===== config.mk =====
export PLATFORM = sky130hd
export DESIGN_NAME = sram_arbiter
export DESIGN_NICKNAME = d
export VERILOG_FILES = /design/src/rtl/sram_arbiter.sv
export SDC_FILE = /design/constraint.sdc
export NUM_CORES = 1
export LEC_CHECK = 0
export CAP_MARGIN = 20
export CORE_MARGIN = 2
export CORE_UTILIZATION = 25
export DETAILED_ROUTE_END_ITERATION = 10
export GPL_TIMING_DRIVEN = 0
export HOLD_SLACK_MARGIN = 0.02
export PLACE_DENSITY = 0.61
export REMOVE_ABC_BUFFERS = 1
export SYNTH_ARGS = -nofsm -noshare
export SYNTH_HDL_FRONTEND = slang
export SYNTH_SLANG_ARGS = --single-unit

===== constraint.sdc =====
create_clock -name clk_i -period 2.22 [get_ports clk_i]
set_input_delay 0.444 -clock clk_i [delete_from_list [all_inputs] [get_ports clk_i]]
set_output_delay 0.444 -clock clk_i [all_outputs]
set_load 0.02 [all_outputs]

===== src/rtl/sram_arbiter.sv =====
// Two-requester round-robin arbiter in front of a single-ported SRAM controller.
// One transaction is in flight at a time; the winning request is latched on
// entry to ISSUE and the controller is driven only from those latched copies,
// so requesters may drop or change their inputs mid-transaction.
module sram_arbiter #(
  parameter int unsigned ADDR_W = 32,
  parameter int unsigned DATA_W = 32
) (
  input  logic              clk_i,
  input  logic              rst_ni,
  // Requester 0
  input  logic              r0_rd_en_i,
  input  logic              r0_wr_en_i,
  input  logic [ADDR_W-1:0] r0_address_i,
  input  logic [DATA_W-1:0] r0_write_data_i,
  output logic [DATA_W-1:0] r0_read_data_o,
  output logic              r0_ready_o,
  // Requester 1
  input  logic              r1_rd_en_i,
  input  logic              r1_wr_en_i,
  input  logic [ADDR_W-1:0] r1_address_i,
  input  logic [DATA_W-1:0] r1_write_data_i,
  output logic [DATA_W-1:0] r1_read_data_o,
  output logic              r1_ready_o,
  // SRAM controller
  output logic              ctl_rd_en_o,
  output logic              ctl_wr_en_o,
  output logic [ADDR_W-1:0] ctl_address_o,
  output logic [DATA_W-1:0] ctl_write_data_o,
  input  logic [DATA_W-1:0] ctl_read_data_i,
  input  logic              ctl_ready_i,
  // Status
  output logic [1:0]        grant_o,
  output logic              busy_o
);

  typedef enum logic [1:0] {StIdle, StIssue, StWait, StResp} state_e;

  state_e            state_q, state_d;
  logic              ptr_q, ptr_d;          // 0: requester 0 preferred on a tie
  logic [1:0]        owner_q, owner_d;      // one-hot owner of the current transaction
  logic              op_wr_q, op_wr_d;
  logic [ADDR_W-1:0] addr_q, addr_d;
  logic [DATA_W-1:0] wdata_q, wdata_d;
  logic [DATA_W-1:0] rdata0_q, rdata0_d;
  logic [DATA_W-1:0] rdata1_q, rdata1_d;

  logic req0, req1, win1, active;

  assign req0 = r0_rd_en_i | r0_wr_en_i;
  assign req1 = r1_rd_en_i | r1_wr_en_i;
  // Requester 1 wins when alone, or on a tie when the pointer favours it.
  assign win1 = req1 & (~req0 | ptr_q);

  // Next-state: arbitration and latching in IDLE, completion tracking in WAIT.
  always_comb begin
    state_d  = state_q;
    ptr_d    = ptr_q;
    owner_d  = owner_q;
    op_wr_d  = op_wr_q;
    addr_d   = addr_q;
    wdata_d  = wdata_q;
    rdata0_d = rdata0_q;
    rdata1_d = rdata1_q;
    case (state_q)
      StIdle: begin
        if (req0 | req1) begin
          state_d = StIssue;
          ptr_d   = ~win1;
          owner_d = win1 ? 2'b10 : 2'b01;
          op_wr_d = win1 ? r1_wr_en_i : r0_wr_en_i;
          addr_d  = win1 ? r1_address_i : r0_address_i;
          wdata_d = win1 ? r1_write_data_i : r0_write_data_i;
        end
      end
      StIssue: state_d = StWait;
      StWait: begin
        if (ctl_ready_i) begin
          state_d = StResp;
          if (!op_wr_q) begin
            if (owner_q[0]) rdata0_d = ctl_read_data_i;
            else            rdata1_d = ctl_read_data_i;
          end
        end
      end
      StResp:  state_d = StIdle;
      default: state_d = StIdle;
    endcase
  end

  // State and datapath registers, cleared asynchronously.
  always_ff @(posedge clk_i or negedge rst_ni) begin
    if (!rst_ni) begin
      state_q  <= StIdle;
      ptr_q    <= 1'b0;
      owner_q  <= 2'b00;
      op_wr_q  <= 1'b0;
      addr_q   <= '0;
      wdata_q  <= '0;
      rdata0_q <= '0;
      rdata1_q <= '0;
    end else begin
      state_q  <= state_d;
      ptr_q    <= ptr_d;
      owner_q  <= owner_d;
      op_wr_q  <= op_wr_d;
      addr_q   <= addr_d;
      wdata_q  <= wdata_d;
      rdata0_q <= rdata0_d;
      rdata1_q <= rdata1_d;
    end
  end

  // Outputs: controller enables only while the transaction is outstanding.
  always_comb begin
    active           = (state_q == StIssue) || (state_q == StWait);
    busy_o           = (state_q != StIdle);
    grant_o          = busy_o ? owner_q : 2'b00;
    ctl_rd_en_o      = active & ~op_wr_q;
    ctl_wr_en_o      = active & op_wr_q;
    ctl_address_o    = addr_q;
    ctl_write_data_o = wdata_q;
    r0_read_data_o   = rdata0_q;
    r1_read_data_o   = rdata1_q;
    r0_ready_o       = ~req0 | ((state_q == StResp) & owner_q[0]);
    r1_ready_o       = ~req1 | ((state_q == StResp) & owner_q[1]);
  end

endmodule


==> impl_metrics.py, run 1 <==
metrics = {
    "outcome": {
        "status": "complete, no violations",
    },
    "synthesis": {
        "synth_edf_count": 0,
        "synthFlopType": "dfrtp_1",
        "synth_warnings": 0,
        "synth_most_common_cell": "dfrtp_1",
        "synth-simple-area-share_pct": 8.96,
        "syn_inst": 387,
        "seq_area_frac_synth_pct": 59.9,
        "ys_ff_latch": 133,
        "synth_area_leader_cell": "dfrtp_1",
        "synth_area_per_cell_sq_um": 14.4,
        "synth_adder_area_share_pct": 0.900,
        "synthXorXnorAreaFrac_pct": 0,
        "netlist.area_leader.share_pct": 59.9,
        "yosysUniqueCellTypes": 28,
        "yosys-top-cells-area": "dfrtp_1, mux2_2, a221o_1",
        "synth_area_sq_mm": 0.00556,
        "synth_common_cells": "dfrtp_1, and2_1, a221o_1",
        "synth_compound_area_share_pct": 13.3,
        "async_reset_ff_share_pct": 100,
        "synthMuxAreaShare_pct": 13.2,
        "synth_top_family_by_area": "compound AO/OA/AOI/OAI gates",
    },
    "cells_and_area": {
        "final_area_sq_mm": 0.00960,
        "multi_input_area_sq_mm": 0.00206,
        "drive_gt1_share_pct": 16.2,
        "area_growth_pct": 72.6,
        "seq_area_sq_mm": 0.00333,
        "fin_nets": 868,
        "instances_no_fill": 990,
        "fillers": 1969,
    },
    "drt": {
        "ant_nets": 0,
        "routed_via_density": 4.64,
        "vias": 4595,
        "wl_mm": 17.8,
        "drc": 0,
        "wl_per_cell_microns": 18.0,
        "drt_first_pass_iters": 4,
        "initialDrtViolationCount": 201,
    },
    "die": {
        "die_w_microns": 153,
        "start_util_pct": 25.5,
        "die_h_microns": 153,
        "coreArea_sq_mm": 0.0218,
        "fp.dieArea_sq_mm": 0.0234,
        "num_io_pins": 302,
        "row_count": 54,
    },
    "cts": {
        "clkSlewWorstSetupHoldPaths_ns": 0.06,
        "clock_sinks": 133,
        "tritoncts": "built",
        "cts_max_path_buffers": 2,
        "clk_latency_ns": 0.42,
        "htreeDepth": 4,
        "cts-root-buf": "clkbuf_16",
        "numCtsBuffers": 17,
    },
    "global_route": {
        "grt_overflow": 0,
        "grt_pass1_vias": 5131,
        "grtUsageTotal_pct": 15.4,
        "grt_max_degree": 100,
        "grt_pass1_wl_mm": 28.6,
        "grt_antenna_before_repair": 1,
    },
    "place": {
        "gp_congestion": 0.797,
        "dpl-instance-area_sq_mm": 0.00895,
        "portBuffers": 301,
        "place_hpwl_mm": 13.3,
        "dpl.cell_count": 950,
    },
    "setup_path": {
        "setup.worst_path.start_class": "flop",
        "arrival_ns": 1.69,
        "worstPathRequired_ns": 1.78,
        "crit_fanout": 4,
        "crit_path_end_kind": "output port",
        "regToRegSetupSlack_ns": 0.27,
        "worst-setup-path-type": "reg -> out",
    },
    "pwr": {
        "p_total_mw": 14.4,
        "cellPowerDensity_mw_per_mm2": 1500,
        "peakVddDrop_uv": 619,
        "leakage_nw": 4.01,
    },
    "timing": {
        "fmax_ghz": 0.470,
        "fin_crit_ns": 2.13,
        "hold_violations": 0,
        "worstMarginPinSlew_ns": 0.600,
        "clock_skew_ns": 0.0104,
        "fin_tns_setup_ns": 0,
        "drv_slew": 0,
        "relSlewSlack_pct": 60.0,
        "period_share_pct": 95.9,
        "setup_viol": 0,
        "fin_hold_ws_ns": 0.485,
    },
    "flow_run": {
        "maxCapViolations": 0,
    },
    "hold_path": {
        "min_path_type": "reg -> reg",
    },
}
-- worst max-delay path, stage by stage, from the launching register on --
cell,delay [ns]
dfrtp_1,0.39
inv_1,0.10
ha_1,0.33
and2_1,0.13
dlygate4sd2_1,0.33
-- area by class of cell --
cell class | instances | share of cell area, %
inverter | 4 | 0.156
timing repair buffer | 319 | 34.0
antenna | 1 | 0.0261
clock buffer | 20 | 4.86
tap | 280 | 3.65
clock inverter | 11 | 1.08
multi-input combinational | 222 | 21.5
sequential | 133 | 34.7
-- repair_timing --
| action | 4_1_cts | 5_1_grt |
|---|---|---|
| hold endpoints to repair | 34 | 0 |
| endpoints found under the setup margin | 67 | 54 |
| hold buffers | 1 | 0 |
| buffers inserted | 2 | 5 |
| pin swaps | 1 | 1 |
| cloned | 0 | 0 |
| resized for setup | 9 | 5 |
-- kinds of logic after synthesis --
group,after synthesis
buf+inv,32
fa+ha+maj,4
flops,133
simple gates,77
compound gates,76
mux,65
-- metrics by stage --
stage | setup slack [ns] | util (%)
after global routing | -0.00218 | 44.0
after CTS | 0.0234 | 43.7
after global placement | -4.51 | 40.0
after detailed placement | -0.429 | 41.0
after floorplan | -1.05 | -
final | 0.0906 | 44.0
-- where the power goes --
part | internal (mW) | total, mW | switching, mW
clock | 1.62 | 2.70 | 1.08
combinational | 3.97 | 7.41 | 3.45
sequential | 3.64 | 4.30 | 0.658
total | 9.23 | 14.4 | 5.18
-- per-layer routing --
layer	GRT usage (%)	part of all wire, %
met4	5.07	1.8
met5	0	0
met3	6.15	9.0
met1	17.3	39
met2	26.7	50
-- path summary, 6_finish.rpt --
kind / cells past startpoint / from / end
worst max-delay path: 4 / state_q[1] / ctl_wr_en_o
worst min-delay path: 1 / r1_read_data_o[8] / r1_read_data_o[8]
worst max register to register: 6 / state_q[0] / r1_read_data_o[9]
worst min register to register: 1 / r1_read_data_o[8] / r1_read_data_o[8]
max in group asynchronous: 3 / rst_ni / r0_read_data_o[0]
min in group asynchronous: 2 / rst_ni / r1_read_data_o[1]
-- state kept, by name, summed over array words and instances, names as in the netlist --
signal / flops
ctl_write_data_o: 32
r1_read_data_o: 32
r0_read_data_o: 32
ctl_address_o: 32
state_q: 2
owner_q: 2
op_wr_q: 1
-- cells in the final DEF (no fill, tap or decap), types with 2 or more instances in the layout --
cell type        instances
a21o_1                   4
a221o_1                 64
and2_1                  65
buf_16                   5
buf_4                    7
buf_6                    4
buf_8                    2
clkbuf_16               17
clkbuf_8                 3
clkdlybuf4s50_1        293
clkinv_2                 2
clkinv_4                 3
clkinvlp_4               5
dfrtp_1                133
dlygate4sd2_1            6
ha_1                     3
inv_1                    3
mux2_1                   7
mux2_2                  58
nand2_1                  2
nor2b_1                  3
o21ai_0                  2
No activity file was read; power rests on OpenSTA's default activity.
==> run 2, diff against run 1 <==
- CAP_MARGIN: 20 -> 5
- SLEW_MARGIN: default -> 15
==> impl_metrics.py, run 2 (same netlist as run 1, synthesis figures left out) <==
metrics = {
    "timing": {
        "fin_crit_ns": 2.13,
        "period_share_pct": 95.9,
        "relSlewSlack_pct": 44.1,
        "drv_slew": 0,
        "fin_tns_setup_ns": 0,
        "fmax_ghz": 0.469,
        "setup_viol": 0,
        "hold_violations": 0,
        "rsz0062_at_grt": "yes",
        "worstMarginPinSlew_ns": 0.839,
        "clock_skew_ns": 0.0112,
    },
    "setup_path": {
        "crit_chain": "inv_1 > ha_2 > inv_1 > dlygate4sd2_1",
        "rr_startpoint": "state_q[0]",
        "arrival_ns": 1.69,
        "crit_fanout": 8,
        "setup.worst_path.start_class": "flop",
        "worst-setup-path-type": "reg -> out",
        "crit_top_cell": "inv_1",
        "slowest_delay_ns": 0.40,
        "slowest_stage": "dfrtp_1",
        "worstPathRequired_ns": 1.78,
        "startpoint": "state_q[0]",
        "crit_path_end_kind": "output port",
    },
    "global_route": {
        "grt_pass1_vias": 5134,
        "grt_antenna_before_repair": 1,
        "grt_overflow": 0,
        "grt_pass1_wl_mm": 28.2,
        "grtUsageTotal_pct": 15.2,
        "grt_max_degree": 85,
    },
    "place": {
        "gp_congestion": 0.797,
        "place_hpwl_mm": 13.3,
        "portBuffers": 301,
    },
    "pwr": {
        "p_int_mw": 9.51,
        "clkPwrFrac_pct": 20.9,
        "cellPowerDensity_mw_per_mm2": 1530,
        "switchingPower_mw": 5.16,
        "leakage_nw": 4.02,
        "pwr-share-comb_pct": 49.8,
        "peakVddDrop_uv": 754,
        "sequentialPowerShare_pct": 29.3,
        "p_total_mw": 14.7,
        "switching_share_pct": 35.2,
    },
    "cts": {
        "htreeDepth": 4,
        "clock_sinks": 133,
        "cts_hold_buf": 0,
        "tritoncts": "built",
        "clk_latency_ns": 0.41,
        "numCtsBuffers": 17,
        "cts-root-buf": "clkbuf_16",
        "cts_max_path_buffers": 2,
        "clkSlewWorstSetupHoldPaths_ns": 0.06,
    },
    "cells_and_area": {
        "final_cell_mix": "clkdlybuf4s50_1, dfrtp_1, and2_1, a221o_1, mux2_2",
        "fin_nets": 866,
        "mostFrequentLayoutCell": "clkdlybuf4s50_1",
        "drive_gt1_share_pct": 15.8,
        "area_growth_pct": 72.6,
    },
    "drt": {
        "drt_first_pass_iters": 5,
        "drc": 0,
        "wl_per_cell_microns": 17.9,
        "initialDrtViolationCount": 159,
        "routed_via_density": 4.60,
        "wl_mm": 17.7,
        "vias": 4548,
        "ant_nets": 0,
    },
    "hold_path": {
        "min_path_type": "in -> async",
    },
    "die": {
        "die_h_microns": 153,
        "die_w_microns": 153,
        "fp.dieArea_sq_mm": 0.0234,
        "coreArea_sq_mm": 0.0218,
        "num_io_pins": 302,
        "start_util_pct": 25.5,
        "row_count": 54,
    },
    "flow_run": {
        "maxCapViolations": 0,
    },
    "outcome": {
        "status": "complete, no violations",
    },
}
run 2: final timing paths:
| check | endpoint | slack, ns | depth (start not counted) |
|---|---|---|---|
| setup / recovery | busy_o | 0.09 | 4 |
| hold / removal | r1_read_data_o[27] | 0.07 | 1 |
| setup reg to reg | r1_read_data_o[26] | 0.16 | 7 |
| hold reg to reg | r1_read_data_o[18] | 0.48 | 1 |
| max in group asynchronous | ctl_write_data_o[20] | 1.41 | 2 |
| min in group clk_i | r1_read_data_o[18] | 0.48 | 1 |
run 2: worst max-delay path, delay by kind of cell (launching register included):
family	cells	cell delay [ns]
flip-flops	1	0.40
buffers and inverters	3	0.57
adder cells (fa/ha/maj)	1	0.30
run 2: power by group through the flow:
stage / logic [mW] / clock network, mW / registers [mW]
4_1_cts: 7.37 / 3.16 / 4.31
3_5_place_dp: 7.39 / 0 / 4.31
2_1_floorplan: 2.32 / 0 / 5.64
5_1_grt: 7.77 / 3.28 / 4.45
3_3_place_gp: 7.11 / 0 / 4.26
6_report: 7.31 / 3.06 / 4.29
run 2: repair_timing:
action,4_1_cts,5_1_grt
setup endpoints to repair,8,22
gates resized for setup,11,1
setup buffers,1,3
pin swaps,2,1
run 2: stage by stage:
step | cells | cell area (sq um) | hold WS, ns | setup WS (ns) | util [%]
2_1_floorplan | 359 | 5360 | 0.148 | -1.05 | -
3_3_place_gp | 940 | 8730 | 0.467 | -4.51 | 40.0
3_5_place_dp | 952 | 8920 | 0.477 | -0.429 | 40.9
4_1_cts | 985 | 9570 | 0.105 | 0.00181 | 43.8
5_1_grt | 988 | 9590 | 0.127 | -0.0205 | 43.9
6_report | 989 | 9590 | 0.0744 | 0.0900 | 44.0
run 2: layer usage:
metal / up-vias / track usage (%) / part of all wire, %
met5: - / 0 / 0
met4: 0 / 4.94 / 1.6
met3: 19 / 6.38 / 9.6
met2: 225 / 26.2 / 50
met1: 2243 / 16.9 / 39
li1: 2061 / - / -
run 2: area by class of cell:
cell class                 count  area [sq um]
fill                        2017         12200
sequential                   133          3330
timing repair buffer         317          3200
multi-input combinational    222          2060
clock buffer                  22           474
tap                          280           350
clock inverter                10           169
inverter                       4          15.0
antenna                        1          2.50
